## config.mk

```make
export PLATFORM = sky130hd
export DESIGN_NAME = fetch_queue
export DESIGN_NICKNAME = d
export VERILOG_FILES = /design/src/rtl/params_pkg.sv /design/src/rtl/fetch_queue.sv
export SDC_FILE = /design/constraint.sdc
export NUM_CORES = 1
export LEC_CHECK = 0
export CAP_MARGIN = 20
export CELL_PAD_IN_SITES_DETAIL_PLACEMENT = 0
export CELL_PAD_IN_SITES_GLOBAL_PLACEMENT = 1
export CORE_ASPECT_RATIO = 0.5
export CORE_UTILIZATION = 48
export DETAILED_ROUTE_END_ITERATION = 12
export GPL_TIMING_DRIVEN = 1
export PLACE_DENSITY = 0.81
export SYNTH_ARGS = -nofsm -noshare
export SYNTH_HDL_FRONTEND = slang
export SYNTH_SLANG_ARGS = --single-unit
```

## constraint.sdc

```tcl
create_clock -name clk -period 3.9 [get_ports clk]
set_input_delay 0.78 -clock clk [delete_from_list [all_inputs] [get_ports clk]]
set_output_delay 0.78 -clock clk [all_outputs]
set_load 0.03 [all_outputs]
```

## src/rtl/params_pkg.sv

```systemverilog
// rtl/params_pkg.sv - shared widths and the fetch queue entry type
package params_pkg;

  localparam int ADDR_W   = 32;
  localparam int INST_W   = 32;
  localparam int FQ_DEPTH = 4;

  typedef struct packed {
    logic [ADDR_W-1:0] pc;
    logic [INST_W-1:0] instr;
    logic              fault;
  } fq_entry_t;

endpackage

```

## src/rtl/fetch_queue.sv

```systemverilog
// rtl/fetch_queue.sv - in-order fetch-to-decode buffer with hold back-pressure and flush
module fetch_queue #(
  parameter int DEPTH  = params_pkg::FQ_DEPTH,
  parameter int ADDR_W = params_pkg::ADDR_W,
  parameter int INST_W = params_pkg::INST_W
) (
  input  logic                       clk,
  input  logic                       rst,
  input  logic                       flush,
  input  logic                       in_valid,
  input  logic [ADDR_W-1:0]          in_pc,
  input  logic [INST_W-1:0]          in_instr,
  input  logic                       in_fault,
  output logic                       hold,
  output logic                       out_valid,
  input  logic                       out_ready,
  output logic [ADDR_W-1:0]          out_pc,
  output logic [INST_W-1:0]          out_instr,
  output logic                       out_fault,
  output logic [$clog2(DEPTH+1)-1:0] count,
  output logic                       err_ovf
);
  import params_pkg::*;

  localparam int PW = $clog2(DEPTH);
  localparam int CW = $clog2(DEPTH+1);
  localparam logic [CW-1:0] FULL_CNT = CW'(DEPTH);

  if ((DEPTH < 2) || ((DEPTH & (DEPTH - 1)) != 0)) begin : g_bad_depth
    $fatal(1, "fetch_queue: DEPTH must be a power of two and at least 2");
  end

  // Entries are stored as the shared struct, so the widths must agree with it.
  if ((ADDR_W != params_pkg::ADDR_W) || (INST_W != params_pkg::INST_W)) begin : g_bad_width
    $fatal(1, "fetch_queue: ADDR_W/INST_W must match params_pkg");
  end

  fq_entry_t       mem [DEPTH];
  fq_entry_t       head;
  logic [PW-1:0]   wr_ptr;
  logic [PW-1:0]   rd_ptr;
  logic            push;
  logic            pop;

  // hold comes from registered count only, keeping out_ready off the fetch stall path.
  assign hold      = (count == FULL_CNT);
  assign out_valid = (count != '0) && !flush;
  assign push      = in_valid && !hold && !flush;
  assign pop       = out_valid && out_ready;
  assign head      = mem[rd_ptr];

  always_comb begin
    out_pc    = '0;
    out_instr = '0;
    out_fault = 1'b0;
    if (out_valid) begin
      out_pc    = head.pc;
      out_instr = head.instr;
      out_fault = head.fault;
    end
  end

  always_ff @(posedge clk or posedge rst) begin
    if (rst) begin
      wr_ptr <= '0;
      rd_ptr <= '0;
      count  <= '0;
    end else if (flush) begin
      wr_ptr <= '0;
      rd_ptr <= '0;
      count  <= '0;
    end else begin
      if (push) wr_ptr <= wr_ptr + PW'(1);
      if (pop)  rd_ptr <= rd_ptr + PW'(1);
      if (push && !pop)      count <= count + CW'(1);
      else if (pop && !push) count <= count - CW'(1);
    end
  end

  always_ff @(posedge clk or posedge rst) begin
    if (rst) begin
      err_ovf <= 1'b0;
    end else if (in_valid && hold && !flush) begin
      err_ovf <= 1'b1;
    end
  end

  // Storage is deliberately left out of reset and flush; occupancy alone gates visibility.
  always_ff @(posedge clk) begin
    if (push) begin
      mem[wr_ptr] <= '{pc: in_pc, instr: in_instr, fault: in_fault};
    end
  end

endmodule

```

Yosys cells after proc, flatten, opt, wreduce, memory -nomap -nowiden --
Memories as Yosys holds them, arrays and structs flattened. Cells that the tools add are included.
Cells by class: add/subtract/negate cells 4, mux-type cells 12, magnitude comparators 0, shifts and indexed selects 0, bitwise logic cells 0, equality and inequality tests 1, divide/modulo/power cells 0, reduce and logical (&&, ||, !) cells 16, $mul 0
Operators by type and width (count):
- 2-to-1 mux 32 bit | 2
- 2-to-1 mux 3 bit | 3
- logical AND 1 bit | 8
- 2-to-1 mux 2 bit | 4
- nonzero test 3 bit | 2
- adder 2 x 1 -> 2 bit, second input constant | 2
- zero test 1 bit | 4
- nonzero test 2 bit | 2
- adder 3 x 1 -> 3 bit, second input constant | 1
- equality test 3 bit, second input constant | 1
- 2-to-1 mux 1 bit | 3
- subtractor 3 x 1 -> 3 bit, second input constant | 1
Word-level totals: bits in latches 0, output and inout port bits 71, ROM bits 0, bits of input ports 70, flip-flop bits (word level) 8, word-level logic and storage cells 38, memories 1, bits in writable memories 260
Memory list:
- mem | depth 4, bits a word 65, read ports 1, clocked after memory_dff 0, wr ports 1, RTL line fetch_queue.sv:38 | fq_entry_t mem [DEPTH];

Depth between registers and ports, before layout --
depth after elaboration 9, depth in mapped cells 9, gate-level depth less buffers 8

Least setup slack after synthesis --
OpenSTA, ideal clock, no wires.
path type input to register, from in in_valid, to mem mem[0][0] in the netlist's numbering (enable), cell stages on the path 3, arrival 2952 ps, data required time 3470 ps, setup slack 518 ps, library setup time 430 ps, cell sequence clkbuf_1 -> nor3b_1 -> and2_1
On the way: longest elaborated chain between the ends 4
RTL lines:
- start, declared | RTL line fetch_queue.sv:10 | input logic in_valid,
- logical AND 1 bit (2 in series) | RTL line fetch_queue.sv:48 | assign push = in_valid && !hold && !flush;
- 2-to-1 mux 1 bit | RTL line fetch_queue.sv:90 | if (push) begin
- 2-to-1 mux 1 bit (not written as such) | RTL line fetch_queue.sv:91 | mem[wr_ptr] <= '{pc: in_pc, instr: in_instr, fault: in_fault};
- end, declared | RTL line fetch_queue.sv:38
No other way between the ends.

Final worst setup path --
from reg rd_ptr[0], to out out_pc[12]
On the way: longest elaborated chain between the ends 2
RTL lines:
- start, declared | RTL line fetch_queue.sv:41 | logic [PW-1:0] rd_ptr;
- start signal, assigned | RTL line fetch_queue.sv:74 | if (pop) rd_ptr <= rd_ptr + PW'(1);
- memory (4 x 65 bit)
- 2-to-1 mux 32 bit | RTL line fetch_queue.sv:56 | if (out_valid) begin
- end, declared | RTL line fetch_queue.sv:17 | output logic [ADDR_W-1:0] out_pc,
No other way between the ends.

==> flow_summary.toml <==
[cts]
postCtsResizedCells = 0
root_buffer = "clkbuf_16"
cts_buffer_depth = 3
hold_buffers = 0
clk_pin_slew_ns = 0.07
h-tree-depth = 1
cts_tree = "built"
post_cts_buffers = 0
clock_sinks = 268
cts_buffers = 23
clk_latency_ns = 0.52

[yosys]
syn_inst = 476
synth_common_cells = "edfxtp_1 (260), and2_1 (69), mux4_2 (65), clkbuf_1 (12)"
synth.top_cell.area_share_pct = 75.0
syn_area_um2 = 10400
ys_seq_area_share_pct = 76.9
synth_ff_type = "edfxtp_1"
yosys-top-cells-area = "edfxtp_1 (75%), mux4_2 (14%), and2_1 (4.1%)"
synth_area_per_cell_um2 = 21.9
ys_types = 33
synth_edf_count = 260
ys_async_sr_fraction_pct = 2.99
yosysWarnings = 0
yosysMostFrequentCell = "edfxtp_1"
synth_top_area_cell = "edfxtp_1"
synth_nets = 551
synth_seq_cells = 268

[drt]
drt_iter0_markers = 304
post_drt_wl_per_cell_um = 20.5
routed_wl_um = 19300
drc = 0
dr.pass1.iters = 5
avgViaCountPerCell = 5.26
dr_total_vias = 4956
final_antenna_net_count = 0

[sta]
hold_violations = 0
tns_ns = 0
slew_violations = 0
finalCritPeriodShare_pct = 94.5
finalClockSkew_ns = 0.0282
period_needed_ns = 3.68
max_slew_margin_pct = 52.3
worstMarginPinSlew_ns = 0.714
fmax_mhz = 271
rsz0062_at_grt = "no"
final-setup-viol-count = 0

[critical_path]
cp-startpoint = "rd_ptr[0]"
critPathMaxFanout = 19
critPathRequiredTime_ns = 3.12
start_kind = "flip-flop"
reg2reg_depth = 7
rr_endpoint = "count[2]"
reg2reg_from = "count[1]"
endpoint_kind = "primary output"
criticalPathCategory = "reg -> out"
r2r_setup_slack_ns = 1.40
arrival_ns = 2.90
endpoint = "out_pc[12]"

[pwr]
pwr-share-clk_pct = 29.7
power.density_nw_per_um2 = 544
seqPwrFrac_pct = 48.3
leakagePower_nw = 4.14
combPwrFrac_pct = 21.9
p_int_w = 0.00522
switchingPower_w = 0.00183
vdd_ir_drop_max_v = 0.000358
switching_share_pct = 25.9

[floorplan]
pin_count = 141
die_w_um = 210
placement_rows = 37
start_util_pct = 49.8
dieArea_um2 = 22300
core_um2 = 20900
die_h_um = 106

[grt]
grt_max_degree = 67
grt_pass1_vias = 5219
grt_usage_pct = 17.6
antenna_found_initial = 0
gr-total-overflow = 0
grt_pass1_wl_um = 29500

[final_layout]
final_core_util_pct = 61.9
nFillCells = 1481
drive_above_1_share_pct = 18.9
area_growth_pct = 24.3
diodes = 0
final_nets = 711

[flow_run]
cap_violations = 0

[worst_hold_path]
min_path_type = "reg -> reg"

[placement]
finalWeightedCongestion = 0.724
post-dp-hpwl_um = 12100
io_buffers = 140

[status]
status = "completed"
[per-layer routing]
metal  vias up  wire length, um  GRT usage [%]
met3        24              891           3.19
met2       110            10000           30.3
met5         -                0              0
li1       2242                -              -
met4         0              325           3.75
met1      2580             8070           23.9
[logic make-up after synthesis]
logic type,after synthesis,synth area share (%)
AO/OA/AOI/OAI,8,0.541
XOR/XNOR,5,0.420
adder cells (fa/ha/maj),5,0.673
buffers and inverters,31,1.93
flip-flops,268,76.9
multiplexers,67,14.2
AND/OR/NAND/NOR,92,5.31
[metrics by stage]
stage               setup slack (ns)  total power [W]  hold WS [ns]  instances  area (um2)
floorplan                      0.518          0.00447         0.542        476       10400
global placement               0.562          0.00501         0.477        903       12300
detailed placement             0.527          0.00504         0.466        903       12300
CTS                            0.134          0.00713         0.486        943       12900
global route                  0.0812          0.00731         0.499        943       12900
finish                         0.216          0.00705         0.489        943       12900
[cells in the final DEF (no fill, tap or decap), types with 3 or more instances in the layout]
cell | netlist | final
and2_1 | 69 | 65
and2_4 | 0 | 4
buf_12 | 4 | 8
buf_4 | 1 | 14
clkbuf_1 | 12 | 5
clkbuf_16 | 0 | 23
clkdlybuf4s50_1 | 0 | 138
clkinv_1 | 0 | 7
clkinv_2 | 0 | 3
dfrtp_1 | 8 | 6
edfxtp_1 | 260 | 260
ha_1 | 4 | 4
inv_1 | 6 | 6
mux4_2 | 65 | 65
nand2_1 | 3 | 3
nand2b_1 | 3 | 3
nor2_1 | 8 | 7
nor3b_1 | 3 | 3
xnor2_1 | 3 | 3
[worst min path at each step]
stage              start   endpoint  cells after the start  slack, ns
6_report         err_ovf    err_ovf                      1       0.49
5_1_grt          err_ovf    err_ovf                      1       0.50
4_1_cts          err_ovf    err_ovf                      1       0.49
3_5_place_dp     err_ovf    err_ovf                      1       0.47
3_3_place_gp     err_ovf    err_ovf                      1       0.48
2_1_floorplan  wr_ptr[1]  wr_ptr[1]                      2       0.54
[worst max-delay path, stage by stage (launching register included)]
cell,delay (ns)
dfrtp_4,0.69
buf_4,0.36
mux4_2,0.55
and2_1,0.17
clkdlybuf4s50_1,0.59
[power by group through the flow]
stage / Clock, W / Combinational, W / Sequential, W
finish: 0.00210 / 0.00154 / 0.00341
global route: 0.00224 / 0.00165 / 0.00342
CTS: 0.00214 / 0.00158 / 0.00341
detailed placement: 0 / 0.00157 / 0.00347
global placement: 0 / 0.00155 / 0.00346
floorplan: 0 / 0.00103 / 0.00344
[final cells by class]
class	count	area, um2	area share (%)
flip-flops and latches	268	8020	61.9
multi-input cells	177	2220	17.2
repair buffers	160	1650	12.7
clock buffers	28	594	4.59
well taps	292	365	2.82
clock inverters	12	80.1	0.618
inverters	6	22.5	0.174
[sequential cells by signal, indices dropped and copies added, names as in the netlist]
register,cells
err_ovf,1
count,3
wr_ptr,2
mem,260
rd_ptr,2
Note: power is estimated with default switching activity, not from simulation.
